File: src/rtl/bus_arbiter.sv
// rtl/bus_arbiter.sv - round-robin arbiter for the 8-source shared bus mux
// Grants one source at a time, bounds hold time, and inserts a dead cycle between owners.
module bus_arbiter #(
  parameter int unsigned MAX_HOLD = 16
) (
  input  logic       clk,
  input  logic       rst_n,
  input  logic [7:0] req,
  output logic [7:0] grant,
  output logic [2:0] sel,
  output logic       bus_busy
);

  localparam logic [7:0] MAX_HOLD_C = 8'(MAX_HOLD);

  typedef enum logic {IDLE, OWN} state_t;

  state_t     state_q, state_d;
  logic [7:0] grant_q, grant_d;
  logic [2:0] sel_q, sel_d;
  logic       busy_q, busy_d;
  logic [2:0] last_owner_q, last_owner_d;
  logic [7:0] hold_cnt_q, hold_cnt_d;

  logic       found;
  logic [2:0] winner;
  logic [2:0] idx;
  logic [7:0] others;
  logic       release_now;

  // Scan starts just past the previous owner so it ends up with lowest priority.
  always_comb begin
    found  = 1'b0;
    winner = 3'd0;
    idx    = 3'd0;
    for (int k = 1; k <= 8; k++) begin
      idx = last_owner_q + 3'(k);
      if (!found && req[idx]) begin
        found  = 1'b1;
        winner = idx;
      end
    end
  end

  always_comb begin
    others      = req & ~grant_q;
    release_now = !req[sel_q] || ((hold_cnt_q == MAX_HOLD_C) && (|others));
  end

  always_comb begin
    state_d      = state_q;
    grant_d      = grant_q;
    sel_d        = sel_q;
    busy_d       = busy_q;
    last_owner_d = last_owner_q;
    hold_cnt_d   = hold_cnt_q;
    case (state_q)
      IDLE: begin
        grant_d = 8'h00;
        busy_d  = 1'b0;
        if (found) begin
          grant_d    = 8'h01 << winner;
          sel_d      = winner;
          busy_d     = 1'b1;
          hold_cnt_d = 8'd1;
          state_d    = OWN;
        end
      end
      OWN: begin
        if (release_now) begin
          grant_d      = 8'h00;
          busy_d       = 1'b0;
          last_owner_d = sel_q;
          hold_cnt_d   = 8'd0;
          state_d      = IDLE;
        end else if (hold_cnt_q != MAX_HOLD_C) begin
          hold_cnt_d = hold_cnt_q + 8'd1;
        end
      end
      default: state_d = IDLE;
    endcase
  end

  always_ff @(posedge clk) begin
    if (!rst_n) begin
      state_q      <= IDLE;
      grant_q      <= 8'h00;
      sel_q        <= 3'd0;
      busy_q       <= 1'b0;
      last_owner_q <= 3'd7;
      hold_cnt_q   <= 8'd0;
    end else begin
      state_q      <= state_d;
      grant_q      <= grant_d;
      sel_q        <= sel_d;
      busy_q       <= busy_d;
      last_owner_q <= last_owner_d;
      hold_cnt_q   <= hold_cnt_d;
    end
  end

  assign grant    = grant_q;
  assign sel      = sel_q;
  assign bus_busy = busy_q;

endmodule

File: config.mk
export PLATFORM = sky130hd
export DESIGN_NAME = bus_arbiter
export DESIGN_NICKNAME = d
export VERILOG_FILES = /design/src/rtl/bus_arbiter.sv
export SDC_FILE = /design/constraint.sdc
export NUM_CORES = 1
export LEC_CHECK = 0
export CORE_MARGIN = 3
export CORE_UTILIZATION = 58
export DETAILED_ROUTE_END_ITERATION = 16
export GPL_TIMING_DRIVEN = 1
export PLACE_DENSITY_LB_ADDON = 0.2
export SYNTH_ARGS = -nofsm -noshare
export SYNTH_HDL_FRONTEND = slang
export SYNTH_SLANG_ARGS = --single-unit
File: constraint.sdc
create_clock -name clk -period 4.6 [get_ports clk]
set_clock_uncertainty 0.05 [all_clocks]
set_input_delay 0.46 -clock clk [delete_from_list [all_inputs] [get_ports clk]]
set_output_delay 0.46 -clock clk [all_outputs]
set_load 0.005 [all_outputs]
==> flow_summary.toml, run 1 <==
[worst_setup_path]
worstPathRequired_ns = 4.73
slowest_delay_ns = 0.68
start_kind = "flop"
cp-end-kind = "flop"
path_delay_family = "compound AO/OA/AOI/OAI gates"
worstSetupPathType = "reg2reg"
crit_chain = "clkinv_1, buf_4, ha_1, mux4_1, mux2_2, or3b_1, o21bai_4, a21boi_0, o21a_1"
rrSetupSlack_ns = 0.96
cpMaxStageDelayCell = "ha_1"
path_buf_inv = 2
r2r-start = "last_owner_q[0]$_SDFFE_PN1P_"
crit_fanout = 21
worst_r2r_path_depth = 9
cp.arrival_ns = 3.77
r2r-end = "bus_busy$_SDFFE_PN0P_"
path_depth = 9
worstSetupStartpoint = "last_owner_q[0]$_SDFFE_PN1P_"
cp-endpoint = "bus_busy$_SDFFE_PN0P_"

[finish]
fin_nets = 267
diodes = 0
mostFrequentLayoutCells = "27 x nand2_1, 24 x dfxtp_1, 21 x clkdlybuf4s50_1"
layout-drive-gt1-share_pct = 15.5
seq_area_sq_um = 480
multi_input_area_sq_mm = 0.00165
layout_commonest_cell = "nand2_1"
final_cells = 300
area_delta_synth_final_pct = 10.0
filler_cell_count = 326

[grt]
antenna_found_initial = 0
track_usage_pct = 23.8
grt_pass1_wl_um = 9450
grt_max_degree = 22
grt_pass1_vias = 1917
met2_usage_pct = 36.9
use_met1_pct = 34.1
grt_most_used_layer = "met2"
gr-total-overflow = 0
use_met3_pct = 3.35

[detailed_routing]
drtAntennaViolNets = 0
vias = 2008
drc = 0
via_per_inst = 6.69
drtPass1Iterations = 5
dr.first_iter.drc_count = 193
totalWireLength_um = 5530
wire_per_inst_um = 18.4

[sta]
tightestPinTransition_ns = 0.691
finalCritPeriodShare_pct = 79.1
grt_setup_unrepaired = "false"
final-hold-violation-count = 0
final_max_slew_viol_count = 0
layout_min_cycle_time_ns = 3.64
setup_viol_count_final = 0
fmax_mhz = 275
setup-tns-final_ns = 0
maxSlewHeadroom_pct = 53.6

[synth]
ys_dominant_reg_cell = "dfxtp_1"
synth-seq-cells = 24
netlist_area_sq_mm = 0.00230
synth_fp_nets = 257
yosysSeqAreaShare_pct = 20.9
synthCells = 243
async_reset_ff_share_pct = 0
yosysWarnings = 0
synth-edff-count = 0
netlist-cell-type-count = 58
avgSynthCellArea_sq_um = 9.47

[clock_tree]
cts_root_buffer = "clkbuf_8"
path_clk_slew_ns = 0.08
clk_latency_ns = 0.28
cts_tree = "done"
cts-resized-gates = 0
htreeDepth = 1
cts_sinks = 24
cts_setup_buffers = 0
clock_path_buffers = 2
cts-hold-fix-buffers = 0
cts_made_buffers = 3

[floorplanning]
io_pins = 22
num_rows = 22
fp.dieW_um = 69
die_area_sq_mm = 0.00476
start_util_pct = 61.5
core_sq_mm = 0.00374
die_y_um = 69

[power_and_ir_drop]
ir_worst_vdd_mv = 0.479
power_density_mw_per_mm2 = 577
power_leakage_nw = 0.973

[run_status]
status = "complete, no violations"

[placement]
place_inst = 296
dp_hpwl_um = 3950
gp_congestion = 0.894
io_buffers = 21

[min_path]
hp-class = "reg2reg"
hold_start = "grant[3]$_SDFFE_PN0P_"

[job]
maxCapViolCount = 0
[through the flow]
stage / total power [mW] / utilization (%) / hold WS, ns / setup slack (ns) / area [sq um]
2_1_floorplan: 1.08 / - / 0.405 / 1.16 / 2300
3_3_place_gp: 1.30 / 66.2 / 0.408 / 1.01 / 2480
4_1_cts: 1.45 / 67.6 / 0.427 / 0.982 / 2530
5_1_grt: 1.57 / 67.6 / 0.461 / 0.698 / 2530
3_5_place_dp: 1.30 / 66.2 / 0.414 / 0.959 / 2480
6_report: 1.46 / 67.6 / 0.429 / 0.963 / 2530
[worst min path at each step]
| stage | endpoint | slack (ns) | depth (start not counted) |
|---|---|---|---|
| 2_1_floorplan | hold_cnt_q[7]$_SDFFE_PN0P_ | 0.40 | 2 |
| 3_3_place_gp | bus_busy$_SDFFE_PN0P_ | 0.41 | 1 |
| 3_5_place_dp | bus_busy$_SDFFE_PN0P_ | 0.41 | 1 |
| 4_1_cts | grant[3]$_SDFFE_PN0P_ | 0.43 | 2 |
| 5_1_grt | grant[7]$_SDFFE_PN0P_ | 0.46 | 2 |
| 6_report | grant[3]$_SDFFE_PN0P_ | 0.43 | 2 |
[power by group]
part           switching, mW  leakage (nW)  internal, mW
Combinational          0.542         0.748         0.457
Clock                 0.0716        0.0288        0.0768
Sequential            0.0563         0.196         0.257
Total                  0.670         0.973         0.791
[metal layers]
metal  share of wire, %  wire [um]
met1                 46       2540
met2                 46       2560
met3                6.1        336
met4                1.8         98
met5                  0          0
[logic make-up (layout without fill, tap and decap cells)]
group / after synthesis / in the layout / synth area share, %
AOI/OAI and AO/OA: 56 / 56 / 19.9
xor gates and xnor gates: 3 / 3 / 1.96
adders and majority gates: 4 / 4 / 2.17
buffers and inverters: 32 / 41 / 7.55
DFF: 24 / 24 / 20.9
muxes: 44 / 44 / 29.2
and+or+nand+nor: 80 / 80 / 18.3
[cell usage after synthesis, types with 2 or more instances]
cell type	count	area [sq um]
a31oi_1	8	50.1
and3_1	5	31.3
nor2b_1	6	37.5
a221oi_1	3	26.3
a21boi_0	2	15.0
buf_6	4	45.0
o21a_1	2	15.0
nor2_1	6	22.5
o41ai_2	2	32.5
mux2_2	12	135
nand3b_1	6	45.0
nand3_1	11	55.1
ha_1	4	50.1
a211oi_1	3	22.5
a21oi_1	5	25.0
nand2_1	27	101
mux4_1	8	210
a21o_1	2	15.0
inv_1	10	37.5
dfxtp_1	24	480
a2111oi_0	2	17.5
mux4_2	7	158
mux2i_1	17	170
nor3_1	4	20.0
o21ai_0	5	25.0
buf_2	4	20.0
a22oi_1	3	22.5
clkbuf_1	9	33.8
o211a_1	2	20.0
o31ai_1	7	52.6
and2_1	6	37.5
[final cells by class]
| type | instances | share of cell area (%) |
|---|---|---|
| Inverter | 11 | 1.63 |
| Sequential cell | 24 | 19.0 |
| Tap cell | 48 | 2.37 |
| Timing Repair Buffer | 26 | 9.78 |
| Multi-Input combinational cell | 187 | 65.1 |
| Clock buffer | 4 | 2.17 |
[state kept, by name, summed over array words and instances, names as in the netlist]
signal and cells:
hold_cnt_q 8, bus_busy 1, last_owner_q 3, grant 8, state_q 1, sel 3
[worst register-to-register path, cell delays in order, from the launching register on]
cell	delay, ns
dfxtp_1	0.34
clkinv_1	0.06
buf_4	0.15
ha_1	0.69
mux4_1	0.48
mux2_2	0.36
or3b_1	0.53
o21bai_4	0.50
a21boi_0	0.23
o21a_1	0.15
(Power assumes the default switching activity.)
==> run 2: changes to the inputs <==
CORE_UTILIZATION = 52   (was 58)
clock period = 3.3 ns   (was 4.6 ns; I/O delays follow)
==> run 2 against run 1 <==
- combinational power rose by 59%
- via count rose by 4.2%
- clock power rose by 76%
- total power rose by 57%
- largest power group unchanged
==> flow_summary.toml, run 2 (synthesis results as in run 1) <==
[run_status]
status = "complete, no violations"

[grt]
grt_max_degree = 22
grt_pass1_vias = 2006
grt_pass1_wl_um = 10000
gr-total-overflow = 0
track_usage_pct = 24.1
antenna_found_initial = 0

[power_and_ir_drop]
seq_power_share_pct = 19.1
netSwitchingFraction_pct = 43.0
p_sw_uw = 984
power_leakage_nw = 1.11
ir_worst_vdd_mv = 0.430
power_mw = 2.29
cellInternalPower_mw = 1.30
power_density_mw_per_mm2 = 827
pwr-share-clk_pct = 11.4
combPwrFrac_pct = 69.5

[clock_tree]
path_clk_slew_ns = 0.09
htreeDepth = 1
clk_latency_ns = 0.27
cts_root_buffer = "clkbuf_8"
cts_made_buffers = 3
cts_tree = "done"
clock_path_buffers = 2
cts_sinks = 24
cts_setup_buffers = 0

[detailed_routing]
vias = 2092
drc = 0
wire_per_inst_um = 18.3
via_per_inst = 6.36
drtPass1Iterations = 4
totalWireLength_um = 6020
dr.first_iter.drc_count = 216
drtAntennaViolNets = 0

[job]
maxCapViolCount = 0

[sta]
fmax_mhz = 321
final-hold-violation-count = 0
layout_min_cycle_time_ns = 3.12
grt_setup_unrepaired = "false"
setup_viol_count_final = 0
final_max_slew_viol_count = 0
tightestPinTransition_ns = 0.513
maxSlewHeadroom_pct = 64.9
finalCritPeriodShare_pct = 94.5
setup-tns-final_ns = 0

[floorplanning]
fp.dieW_um = 72.5
die_area_sq_mm = 0.00526
die_y_um = 72.5
io_pins = 22
num_rows = 23
start_util_pct = 55.6
core_sq_mm = 0.00414

[finish]
layout-drive-gt1-share_pct = 24.0
fin_nets = 294
final_cell_area_sq_mm = 0.00277
mostFrequentLayoutCells = "31 x buf_4, 27 x nand2_1, 24 x dfxtp_1"
diodes = 0
area_delta_synth_final_pct = 20.3
layout_commonest_cell = "buf_4"

[worst_setup_path]
cpMaxStageDelayCell = "or3b_1"
path_depth = 9
worstPathRequired_ns = 3.41
cp_common_cell = "mux2i_1"
cp-end-kind = "flop"
path_buf_inv = 1
worstSetupPathType = "reg2reg"
crit_chain = "clkinv_1, ha_2, mux2_2, mux2i_1, mux2i_1, or3b_1, o21ai_0, and2_1, o31ai_1"
cp-endpoint = "grant[0]$_SDFFE_PN0P_"
rrSetupSlack_ns = 0.18
r2r-start = "last_owner_q[0]$_SDFFE_PN1P_"
r2r-end = "grant[0]$_SDFFE_PN0P_"
slowest_delay_ns = 0.55
start_kind = "flop"
cp.arrival_ns = 3.23
path_delay_family = "simple AND/OR/NAND/NOR gates"
worstSetupStartpoint = "last_owner_q[0]$_SDFFE_PN1P_"
worst_r2r_path_depth = 9
crit_fanout = 10

[min_path]
hold_start = "grant[1]$_SDFFE_PN0P_"
hp-class = "reg2reg"

[placement]
dp_hpwl_um = 4590
io_buffers = 21
gp_congestion = 0.923
placed_area_sq_mm = 0.00270
-- run 2: what timing repair did --
action | CTS | global route
endpoints found under the setup margin | 0 | 11
hold buffers | 0 | 0
resized for setup | 0 | 1
-- run 2: through the flow --
stage	hold WS, ns	cells	util, %	setup slack [ns]
detailed placement	0.423	325	65.0	0.0566
global placement	0.422	325	65.0	0.0435
finish	0.437	329	66.8	0.181
global route	0.454	329	66.8	0.0472
floorplan	0.405	243	-	0.000479
CTS	0.440	329	66.8	0.118
-- run 2: routing by layer --
layer  track usage, %  vias to the layer above  share of wire, %
met4             7.58                        0               1.9
met3             4.43                       10               6.6
met5                0                        -                 0
met1             33.8                      989                45
met2             37.6                       90                47
li1                 -                     1003                 -
-- run 2: worst min-delay path by stage --
stage | to | slack (ns) | cells after the start
floorplan | hold_cnt_q[7]$_SDFFE_PN0P_ | 0.40 | 2
global placement | grant[1]$_SDFFE_PN0P_ | 0.42 | 2
detailed placement | grant[1]$_SDFFE_PN0P_ | 0.42 | 2
CTS | grant[1]$_SDFFE_PN0P_ | 0.44 | 2
global route | grant[2]$_SDFFE_PN0P_ | 0.45 | 2
finish | grant[1]$_SDFFE_PN0P_ | 0.44 | 2
-- run 2: layout make-up --
| type | count | area (sq um) |
|---|---|---|
| multi-input combinational | 187 | 1650 |
| fill | 345 | 1380 |
| sequential | 24 | 480 |
| timing repair buffer | 53 | 463 |
| tap | 50 | 62.6 |
| clock buffer | 3 | 41.3 |
| inverter | 11 | 41.3 |
| clock inverter | 1 | 30.0 |
-- run 2: power by group through the flow --
stage | Sequential (mW) | Clock [mW] | Combinational [mW]
final | 0.438 | 0.261 | 1.59
after global routing | 0.447 | 0.272 | 1.72
after CTS | 0.438 | 0.264 | 1.58
after detailed placement | 0.444 | 0 | 1.56
after global placement | 0.444 | 0 | 1.55
after floorplan | 0.422 | 0 | 1.08
-- run 2: worst min-delay path, stage by stage, from the launching register on --
cell and delay (ns):
dfxtp_1 0.33, nand2_1 0.06, o31ai_1 0.05
==> run 3: changes to the inputs <==
==> constraint.sdc (replaced) <==
create_clock -name clk -period 3.3 [get_ports clk]
set_clock_uncertainty 0.05 [all_clocks]
set_input_delay 0.33 -clock clk [delete_from_list [all_inputs] [get_ports clk]]
set_output_delay 0.33 -clock clk [all_outputs]
set_load 0.02 [all_outputs]
==> results of run 3 <==
Same layout as run 2 (identical final DEF). Status: complete, no violations.
Among the figures that moved: total power 2.29 mW -> 2.35 mW; worst IR drop on VDD 0.430 mV -> 0.443 mV
